==> src/rtl/uart_txq_pkg.sv <==
// uart_txq_pkg: shared types and defaults for the UART transmit queue.
//   UART_BYTE_W  - byte width carried through the queue
//   TXQ_DEPTH    - default FIFO depth (power of 2)
//   TXQ_BUSY_TMO - default cycles to wait for the transmitter to go busy
//   txq_state_e  - launch sequencer states
package uart_txq_pkg;
    localparam int UART_BYTE_W  = 8;
    localparam int TXQ_DEPTH    = 16;
    localparam int TXQ_BUSY_TMO = 7;
    typedef enum logic [1:0] {
        IDLE      = 2'd0,
        ARMED     = 2'd1,
        WAIT_BUSY = 2'd2,
        WAIT_DONE = 2'd3
    } txq_state_e;
endpackage

==> src/rtl/uart_txq_fifo.sv <==
// uart_txq_fifo: circular byte buffer with separate occupancy count.
//   sys_clk_i / sys_rst_l_i - clock, synchronous active-low reset
//   wr_en_i / wr_data_i     - push request and byte
//   flush_i                 - drop all queued bytes (beats push and pop)
//   pop_i                   - consume head_o (only issued when not empty)
//   head_o                  - oldest queued byte
//   full_o / empty_o        - occupancy flags
//   count_o                 - bytes queued, 0..DEPTH
//   overflow_o              - one-cycle pulse for a rejected push
module uart_txq_fifo
    import uart_txq_pkg::*;
#(
    parameter int DEPTH = TXQ_DEPTH,
    parameter int AW    = 4
) (
    input  logic                   sys_clk_i,
    input  logic                   sys_rst_l_i,
    input  logic                   wr_en_i,
    input  logic [UART_BYTE_W-1:0] wr_data_i,
    input  logic                   flush_i,
    input  logic                   pop_i,
    output logic [UART_BYTE_W-1:0] head_o,
    output logic                   full_o,
    output logic                   empty_o,
    output logic [AW:0]            count_o,
    output logic                   overflow_o
);
    logic [UART_BYTE_W-1:0] mem_q [DEPTH];
    logic [AW-1:0]          wr_ptr_q, rd_ptr_q;
    logic [AW:0]            count_q;
    logic                   ovf_q;
    logic                   push;
    // A full queue still takes a byte when the head leaves in the same cycle.
    assign push       = wr_en_i && (!full_o || pop_i) && !flush_i;
    assign head_o     = mem_q[rd_ptr_q];
    assign full_o     = count_q == (AW+1)'(DEPTH);
    assign empty_o    = count_q == '0;
    assign count_o    = count_q;
    assign overflow_o = ovf_q;
    always_ff @(posedge sys_clk_i) begin
        if (!sys_rst_l_i || flush_i) begin
            wr_ptr_q <= '0;
            rd_ptr_q <= '0;
            count_q  <= '0;
        end else begin
            wr_ptr_q <= wr_ptr_q + AW'(push);
            rd_ptr_q <= rd_ptr_q + AW'(pop_i);
            count_q  <= count_q + (AW+1)'(push) - (AW+1)'(pop_i);
        end
        ovf_q <= sys_rst_l_i && wr_en_i && full_o && !pop_i;
    end
    always_ff @(posedge sys_clk_i) begin
        if (push) mem_q[wr_ptr_q] <= wr_data_i;
    end
endmodule

==> src/rtl/uart_tx_queue.sv <==
// uart_tx_queue: byte queue that launches frames into the UART transmitter.
//   sys_clk, sys_rst_l       - clock, synchronous active-low reset
//   wr_en, wr_data, flush    - host push / discard-queue controls
//   full, empty, count       - queue occupancy
//   overflow                 - pulse: push rejected because queue full
//   launch_err               - pulse: transmitter never went busy after launch
//   xmitH, xmit_dataH        - launch pulse and byte to the transmitter
//   xmit_doneH               - transmitter idle/done level
// Optional UART_TXQ_STATS_EN adds saturating sent_cnt, drop_cnt, err_cnt.
module uart_tx_queue
    import uart_txq_pkg::*;
#(
    parameter int DEPTH    = TXQ_DEPTH,
    parameter int AW       = 4,
    parameter int BUSY_TMO = TXQ_BUSY_TMO
) (
    input  logic                   sys_clk,
    input  logic                   sys_rst_l,
    input  logic                   wr_en,
    input  logic [UART_BYTE_W-1:0] wr_data,
    input  logic                   flush,
    output logic                   full,
    output logic                   empty,
    output logic [AW:0]            count,
    output logic                   overflow,
    output logic                   launch_err,
    output logic                   xmitH,
    output logic [UART_BYTE_W-1:0] xmit_dataH,
    input  logic                   xmit_doneH
`ifdef UART_TXQ_STATS_EN
    ,
    output logic [15:0]            sent_cnt,
    output logic [15:0]            drop_cnt,
    output logic [7:0]             err_cnt
`endif
);
    localparam int TW = (BUSY_TMO < 2) ? 1 : $clog2(BUSY_TMO + 1);
    txq_state_e             state_q;
    logic [TW-1:0]          tmo_q;
    logic [UART_BYTE_W-1:0] head;
    logic                   pop;
    assign pop = (state_q == IDLE) && !empty && xmit_doneH && !flush;
    uart_txq_fifo #(.DEPTH(DEPTH), .AW(AW)) u_fifo (
        .sys_clk_i  (sys_clk),
        .sys_rst_l_i(sys_rst_l),
        .wr_en_i    (wr_en),
        .wr_data_i  (wr_data),
        .flush_i    (flush),
        .pop_i      (pop),
        .head_o     (head),
        .full_o     (full),
        .empty_o    (empty),
        .count_o    (count),
        .overflow_o (overflow)
    );
    always_ff @(posedge sys_clk) begin
        if (!sys_rst_l) begin
            state_q    <= IDLE;
            tmo_q      <= '0;
            xmitH      <= 1'b0;
            xmit_dataH <= '0;
            launch_err <= 1'b0;
        end else begin
            xmitH      <= 1'b0;
            launch_err <= 1'b0;
            case (state_q)
                IDLE: if (pop) begin
                    xmit_dataH <= head;
                    xmitH      <= 1'b1;
                    state_q    <= ARMED;
                end
                ARMED: begin
                    tmo_q   <= TW'(BUSY_TMO);
                    state_q <= WAIT_BUSY;
                end
                // Trip when the decrement would reach zero; the byte is lost.
                WAIT_BUSY: if (!xmit_doneH) state_q <= WAIT_DONE;
                    else if (tmo_q <= TW'(1)) begin
                        launch_err <= 1'b1;
                        state_q    <= IDLE;
                    end else tmo_q <= tmo_q - TW'(1);
                WAIT_DONE: if (xmit_doneH) state_q <= IDLE;
                default: state_q <= IDLE;
            endcase
        end
    end
`ifdef UART_TXQ_STATS_EN
    logic [17:0] drop_sum;
    // A flush discards whatever is queued at that edge.
    assign drop_sum = {2'b00, drop_cnt} + 18'(overflow) + (flush ? 18'(count) : 18'd0);
    always_ff @(posedge sys_clk) begin
        if (!sys_rst_l) begin
            sent_cnt <= '0;
            drop_cnt <= '0;
            err_cnt  <= '0;
        end else begin
            if (xmitH && sent_cnt != '1) sent_cnt <= sent_cnt + 16'd1;
            if (launch_err && err_cnt != '1) err_cnt <= err_cnt + 8'd1;
            drop_cnt <= (drop_sum > 18'h0FFFF) ? 16'hFFFF : drop_sum[15:0];
        end
    end
`endif
endmodule

==> config.mk <==
export PLATFORM = sky130hd
export DESIGN_NAME = uart_tx_queue
export DESIGN_NICKNAME = d
export VERILOG_FILES = /design/src/rtl/uart_txq_pkg.sv /design/src/rtl/uart_txq_fifo.sv /design/src/rtl/uart_tx_queue.sv
export SDC_FILE = /design/constraint.sdc
export NUM_CORES = 1
export LEC_CHECK = 0
export BUFFER_PORTS_ARGS = -buffer_cell sky130_fd_sc_hd__buf_2
export CORE_UTILIZATION = 55
export DETAILED_ROUTE_END_ITERATION = 16
export GPL_TIMING_DRIVEN = 0
export PLACE_DENSITY = 0.82
export SYNTH_ARGS = -nofsm -noshare
export SYNTH_HDL_FRONTEND = slang
export SYNTH_SLANG_ARGS = --single-unit
export TNS_END_PERCENT = 20
==> constraint.sdc <==
create_clock -name sys_clk -period 3.4 [get_ports sys_clk]
set_clock_uncertainty 0.1 [all_clocks]
set_input_delay 0.34 -clock sys_clk [delete_from_list [all_inputs] [get_ports sys_clk]]
set_output_delay 0.34 -clock sys_clk [all_outputs]
set_load 0.01 [all_outputs]
Word level (Yosys, flattened, before mapping)
Memory sizes are Yosys's and may differ from the RTL's. A register that Yosys moved wholly into a read port is not among the register bits.
Cells that the tools add are included.
- RAM bits: 128
- bits in registers: 21
- input bits: 13
- logic and storage cells: 60
- memories kept: 1
- output and inout port bits: 18
- add/sub/neg operators: 5
- equal/unequal tests: 9
- mux-type cells: 12
- reduce and logical (&&, ||, !) cells: 24
- $lt $le $gt $ge: 1
- memory list (name ; words ; width ; read ports ; clocked after Yosys merged registers in ; write ports ; line ; text):
    u_fifo.mem_q ; 16 ; 8 ; 1 ; 1 ; 1 ; uart_txq_fifo.sv:28 ; logic [UART_BYTE_W-1:0] mem_q [DEPTH];
- operators with widths (operator ; number):
    $reduce_and 3->1 ; 3
    $add 4x1->4 ; 2
    $logic_and 1x1->1 ; 8
    $mux 2 ; 4
    $pmux 2 s4 ; 1
    $logic_not 1->1 ; 6
    $mux 3 ; 2
    $ne 2x2->1 const B ; 3
    $pmux 3 s2 ; 1
    $add 5x1->5 ; 1
    $eq 5x5->1 const B ; 1
    $logic_not 5->1 ; 1
    $sub 5x1->5 ; 1
    $eq 2x2->1 const B ; 2
    $mux 1 ; 4
    $reduce_and 2->1 ; 2
    $le 3x1->1 const B ; 1
    $ne 3x3->1 const B ; 1
    $sub 3x1->3 const B ; 1
    $eq 2x1->1 const B ; 1
    $logic_not 2->1 ; 1
    $logic_or 1x1->1 ; 2
    $ne 2x1->1 const B ; 1
    $reduce_bool 2->1 ; 1

Longest topological paths before layout
Gate-level depths: netlist of run 1.
- word-level depth: 10
- mapped depth: 14
- mapped depth without buffers: 14

Modules after synthesis
Synthesis of run 1 repeated with hierarchy kept, for this count alone.
- cell total of the unflattened synthesis: 369
- area total of the unflattened synthesis: 6374.9 um^2
- by module, submodules not included (module ; instances ; cells an instance ; sequential area each (um^2) ; area an instance (um^2)):
    uart_txq_fifo ; 1 ; 296 ; 4124.0 ; 5691.7
    uart_tx_queue ; 1 ; 73 ; 300.3 ; 683.2

Least setup slack after synthesis of run 1
Ideal clock, no wire load.
- kind: register -> register
- from: reg u_fifo.count_q[3] (netlist: u_fifo.count_o[3])
- to: reg u_fifo.count_q[4] (netlist: u_fifo.count_o[4])
- library setup time: 0.123 ns
- required time: 3.177 ns
- cell stages (with the launch flop): 15
- path buffers: 0
- path slack: 0.626 ns
- period minus slack after synthesis: 2.774 ns
- data arrival time: 2.550 ns
- cell sequence: dfxtp_1 -> inv_1 -> ha_1 -> or4b_1 -> nand2_2 -> inv_1 -> ha_1 -> inv_1 -> ha_1 -> inv_1 -> fa_1 -> nand2b_1 -> a21oi_1 -> o21ai_0 -> nor3b_1
- cells in the longest elaborated chain, start to end: 10
- elaborated cells between the ends (all ways): 12
- classes of those cells: add/sub: 2; eq/ne: 1; reduce/logical: 9
- ends and longest elaborated chain (element ; line ; text):
    from (decl) ; uart_txq_fifo.sv:30 ; logic [AW:0] count_q;
    from (signal assigned) ; uart_txq_fifo.sv:48 ; count_q <= count_q + (AW+1)'(push) - (AW+1)'(pop_i);
    $logic_not 5->1 (*) ; uart_txq_fifo.sv:37 ; assign empty_o = count_q == '0;
    $logic_not 1->1 (*) ; uart_tx_queue.sv:42 ; assign pop = (state_q == IDLE) && !empty && xmit_doneH && !flush;
    $logic_and 1x1->1 (*) (3 in a row) ; uart_tx_queue.sv:42 ;
    net pop ; uart_tx_queue.sv:41 ; logic pop;
    $logic_or 1x1->1 ; uart_txq_fifo.sv:34 ; assign push = wr_en_i && (!full_o || pop_i) && !flush_i;
    $logic_and 1x1->1 (2 in a row) ; uart_txq_fifo.sv:34 ;
    $add 5x1->5 ; uart_txq_fifo.sv:48 ;
    $sub 5x1->5 (*) ; uart_txq_fifo.sv:48 ;
The timed path passes the listed nets; every way through them passes the cells marked *.
A chain may end at the register's enable or synchronous reset.

Worst setup path in the final report of run 1
- from: reg u_fifo.count_q[2] (netlist: u_fifo.count_o[2])
- to: reg u_fifo.count_q[4] (netlist: u_fifo.count_o[4])
The elaborated chain is that of the path after synthesis.

==> out/metrics.cfg, run 1 <==
[logic_synthesis]
synth_edf_count = 128
async_flop_share = 0
netlist_area_sq_um = 6230
yosysWarnings = 0
synthFlopType = edfxtp_1
syn_inst = 346
synth_area_leader_cell = edfxtp_1
yosysTopAreaCellShare = 0.617
syn_avg_cell_area_sq_um = 18.0
yosysMostFrequentCell = edfxtp_1
yosysSeqAreaShare = 0.710
synth_cell_types = 42
synth_common_cells = 128 x edfxtp_1, 32 x mux4_2, 29 x dfxtp_1
synth_area_leaders = edfxtp_1 62%, mux4_2 12%, dfxtp_1 9.3%
ys_seq_elements = 157
syn-num-nets = 372

[worst_setup_path]
path_max_fanout = 3
cp_data_required_time_ns = 3.60
critPathTopFamily = adder cells
slowest_stage = or4b_1
crit_buf_inv = 4
cp-start-kind = flip-flop
critical_path_arrival_ns = 3.17
critical_path.most_common_cell = inv_1
slowest_delay_ns = 0.48
endpoint_kind = flip-flop
crit_chain = inv_1 -> ha_1 -> or4b_1 -> nand2_2 -> inv_1 -> ha_1 -> inv_1 -> ha_1 -> inv_1 -> fa_1 -> nand2b_1 -> a21oi_1 -> o21ai_0 -> nor3b_1
critPathKind = flip-flop to flip-flop

[global_route]
grt_antenna_before_repair = 0
grt_max_degree = 17
grt_pass1_wl_mm = 17.6
grt-ovfl-total = 0
track_usage = 0.215
grt_pass1_vias = 3364

[detailed_routing]
via_per_inst = 6.02
ant_nets = 0
drt-pass1-iter-count = 5
drtIter0Drc = 307
num_vias = 3304
drcViolationCount = 0
wire_per_inst_um = 20.6
wl_mm = 11.3

[timing]
rsz0062_at_grt = no
tightest_slew_ns = 0.952
final.setup.worst_slack_ns = 0.425
min_period_over_period = 0.875
min_period_ns = 2.97
hold_viol = 0
final.setup.tns_ns = 0
slew_violations = 0
clock.fmax_mhz = 336
relSlewSlack = 0.363
setup_viol = 0

[cts]
clk_pin_slew_ns = 0.06
ctsLongestPathBuffers = 2
cts.sinks = 157
cts_resized = 0
htree_levels = 4
cts_setup_buffers = 0
clock_latency_ns = 0.42
cts_buffers = 17
hold_buffers = 0
cts_tree = built
cts_root_buf = clkbuf_16

[floorplanning]
rows = 38
coreArea_sq_um = 10900
die_y_um = 108
die_w_um = 108
initial_core_util = 0.570
die_area_sq_um = 11800
ioPinCount = 31

[placement]
portBuffers = 29
place_area_sq_um = 6550
dpl.hpwl_mm = 7.32
place_ws_ns = 0.437
place_congestion = 0.765

[cells_and_area]
finish.utilization = 0.654
drive_above_1_share = 0.264
seqCellArea_sq_um = 4420
n_fill_cell = 736
fin_nets = 422
syn_to_final_growth_pct = 14.8
n_antenna_cell = 0
multi_input_area_sq_um = 1680
final_cell_area_sq_um = 7150

[power_and_ir_drop]
cellLeakagePower_uw = 0.00238
vdd_drop_max_mv = 0.438
cellPowerDensity_nw_per_um2 = 593

[hold_path]
min_path_type = primary input to flip-flop

[job]
cap_violations = 0

[status]
status = complete, no violations

-- state kept, by name (all words and copies together), names as in the netlist, 2 cells and up --
signal	flops
u_fifo.mem_q	128
tmo_q	3
u_fifo.count_o	5
u_fifo.wr_ptr_q	4
u_fifo.rd_ptr_q	4
state_q	2
xmit_dataH	8
-- power breakdown --
| group | internal, uW | switching [uW] |
|---|---|---|
| sequential | 2110 | 24.7 |
| clock | 1090 | 770 |
| combinational | 104 | 137 |
| total | 3310 | 931 |
-- worst min-delay path: cells and delay by family --
kind / cells / cell delay, ns
and+or+nand+nor: 2 / 0.10
buffers and inverters: 1 / 0.11
-- placed cells by master, fill, tap and decap left out, drive strengths merged, types with 2 or more instances in the layout --
cell      instances
xnor2             4
nor2b             2
nor4b             2
clkinvlp          4
and2              5
nand2             5
xor2              3
mux4             32
a31oi             2
clkbuf           27
nand2b            3
o221ai            8
mux2i            16
o21a              3
clkinv            2
a21oi             3
inv              21
nand3b            2
ha               12
nor3              9
nand3            12
a211oi            2
buf              38
bufinv            2
nor2             19
edfxtp          128
dfxtp            29
-- cell families (layout without fill, tap and decap cells) --
family	count (synthesis)	in the layout	synth area share
buf+inv	31	94	0.0207
xor+xnor	7	7	0.00984
mux	48	48	0.141
simple gates	66	66	0.0602
compound gates	24	24	0.0305
flops	157	157	0.710
fa+ha+maj	13	13	0.0273
-- cell type report --
cell class	count	share of cell area
Sequential cell	157	0.618
Multi-Input combinational cell	158	0.235
Clock buffer	18	0.0600
Tap cell	140	0.0245
Timing Repair Buffer	31	0.0220
Clock inverter	14	0.0219
Buffer	16	0.0101
Inverter	15	0.00787
-- through the flow --
step / total power (uW) / hold slack [ns] / instances
final: 4240 / 0.0835 / 549
after global routing: 4370 / 0.0744 / 549
after CTS: 4250 / 0.0699 / 547
after detailed placement: 2420 / 0.404 / 515
after global placement: 2410 / 0.383 / 515
after floorplan: 2330 / 0.339 / 346
-- final timing paths --
path                                start                      endpoint  slack [ns]  depth (start not counted)
min                                 wr_en     u_fifo.overflow_o$_DFF_P_        0.08                          3
max reg2reg  u_fifo.count_o[2]$_SDFF_PP0_  u_fifo.count_o[4]$_SDFF_PP0_        0.43                         14
max          u_fifo.count_o[2]$_SDFF_PP0_  u_fifo.count_o[4]$_SDFF_PP0_        0.43                         14
min reg2reg         tmo_q[2]$_SDFFE_PN0P_         launch_err$_SDFF_PN0_        0.41                          1
-- metal layers --
metal,track usage,wire length [um],vias up
met1,0.270,4490,1659
met5,0,0,-
met4,0.0985,312,0
met3,0.0603,814,33
li1,-,-,1464
met2,0.349,5680,148
No activity file was read; power rests on OpenSTA's default activity.
==> inputs of run 2 (changes only) <==
PLACE_DENSITY = 0.76   (was 0.82)
==> run 2 against run 1 <==
  * Sequential power about the same
  * Via count decreased by 0.54%
  * Clock power increased by 8%
  * First-iteration DRC count decreased by 34%
  * Final area increased by 0.66%
  * Non-clock buffer count unchanged
  * Global-route usage increased by 1.6 points
  * Clock-buffer cell count decreased by 1
  * Core utilization increased by 0.43 points
  * Die area unchanged
  * Setup slack improved by 0.031 ns
==> out/metrics.cfg, run 2 (synthesis gave the netlist of run 1 again) <==
[detailed_routing]
drt-pass1-iter-count = 4
via_per_inst = 5.99
wl_mm = 11.9
drcViolationCount = 0
wire_per_inst_um = 21.8
drtIter0Drc = 204
num_vias = 3286
ant_nets = 0

[floorplanning]
die_w_um = 108
die_y_um = 108
coreArea_sq_um = 10900
ioPinCount = 31
initial_core_util = 0.570
die_area_sq_um = 11800
rows = 38

[worst_setup_path]
critical_path.most_common_cell = inv_1
critical_path_arrival_ns = 3.15
cp_data_required_time_ns = 3.60
slowest_stage = or4b_1
cp-start-kind = flip-flop
slowest_delay_ns = 0.49
endpoint_kind = flip-flop
critPathTopFamily = adder cells
critPathKind = flip-flop to flip-flop
crit_chain = inv_1 -> ha_1 -> or4b_1 -> nand2_2 -> inv_1 -> ha_1 -> inv_1 -> ha_1 -> inv_1 -> fa_1 -> nand2b_1 -> a21oi_1 -> o21ai_0 -> nor3b_1
crit_buf_inv = 4
path_max_fanout = 3

[cells_and_area]
largest_reg_flops = 128
syn_to_final_growth_pct = 15.6
layout_common_cells = 128 x edfxtp_1, 37 x buf_2, 32 x mux4_2, 29 x dfxtp_1, 19 x nor2_1
fin_nets = 422
n_antenna_cell = 0
drive_above_1_share = 0.267
final_common_cell = edfxtp_1
regMostFlops = u_fifo.mem_q

[global_route]
grt_pass1_wl_mm = 18.5
track_usage = 0.231
grt_max_degree = 17
grt_antenna_before_repair = 0
grt-ovfl-total = 0
grt_pass1_vias = 3293

[cts]
htree_levels = 4
cts_resized = 0
clock_latency_ns = 0.42
cts_setup_buffers = 0
clk_pin_slew_ns = 0.06
cts.sinks = 157
cts_root_buf = clkbuf_16
hold_buffers = 0
cts_tree = built
cts_buffers = 17
ctsLongestPathBuffers = 2

[hold_path]
min_path_type = primary input to flip-flop

[timing]
setup_viol = 0
slew_violations = 0
final.setup.tns_ns = 0
relSlewSlack = 0.320
min_period_over_period = 0.866
tightest_slew_ns = 1.02
hold_viol = 0
clock.fmax_mhz = 340
rsz0062_at_grt = no
min_period_ns = 2.94

[placement]
dpl.hpwl_mm = 7.59
place_congestion = 0.758
portBuffers = 29

[power_and_ir_drop]
cellLeakagePower_uw = 0.00241
total_power_uw = 4390
clkPwrFrac = 0.458
cellPowerDensity_nw_per_um2 = 609
power_switching_uw = 937
vdd_drop_max_mv = 0.593
share_comb_of_total_power = 0.055
internal_power_uw = 3450
seq_power_share = 0.487
switching_share = 0.213

[job]
cap_violations = 0

[status]
status = complete, no violations

-- run 2: cell count changes in the layout (fill, tap and decap cells not counted) --
cell        previous run  this run
clkinvlp_4             4         3
clkbuf_1               9         8
clkinv_2               1         0
clkinv_4               0         3
bufinv_16              2         4
inv_8                  2         0
-- run 2: area by class of cell --
type / count / area, sq um
Sequential cell: 157 / 4420
Buffer: 16 / 72.6
Multi-Input combinational cell: 158 / 1680
Fill cell: 751 / 3730
Timing Repair Buffer: 31 / 158
Clock buffer: 17 / 425
Inverter: 15 / 56.3
Clock inverter: 15 / 208
Tap cell: 140 / 175
-- run 2: final timing paths --
| check | from | to | slack [ns] | cells past startpoint |
|---|---|---|---|---|
| max | u_fifo.count_o[3]$_SDFF_PP0_ | u_fifo.count_o[4]$_SDFF_PP0_ | 0.46 | 14 |
| min | wr_en | u_fifo.overflow_o$_DFF_P_ | 0.06 | 3 |
| max reg2reg | u_fifo.count_o[3]$_SDFF_PP0_ | u_fifo.count_o[4]$_SDFF_PP0_ | 0.46 | 14 |
| min reg2reg | tmo_q[2]$_SDFFE_PN0P_ | launch_err$_SDFF_PN0_ | 0.40 | 1 |
-- run 2: metrics by stage --
stage          utilization  setup slack (ns)  cell area [sq um]  std cells  hold WS (ns)
6_report             0.659             0.456               7200        549        0.0552
5_1_grt              0.659             0.242               7200        549        0.0460
4_1_cts              0.657             0.411               7190        548        0.0352
3_5_place_dp         0.600             0.427               6560        516         0.397
3_3_place_gp         0.599             0.482               6550        515         0.383
2_1_floorplan            -             0.626               6230        346         0.339
-- run 2: worst min-delay path, cell delays in order --
cell and delay (ns):
buf_2 0.11, nand2_1 0.05, nor3_1 0.04
-- run 2: power groups by stage --
stage	registers [uW]	clock network [uW]	logic, uW
6_report	2140	2010	242
3_3_place_gp	2170	0	234
2_1_floorplan	2180	0	149
5_1_grt	2140	2110	276
3_5_place_dp	2180	0	245
4_1_cts	2140	2030	247
-- run 2: routing by layer --
layer | vias to the layer above | global-route usage | part of all wire
met5 | - | 0 | 0
met4 | 0 | 0.0946 | 0.024
met3 | 21 | 0.0681 | 0.061
met2 | 120 | 0.379 | 0.52
met1 | 1678 | 0.288 | 0.40
li1 | 1467 | - | -
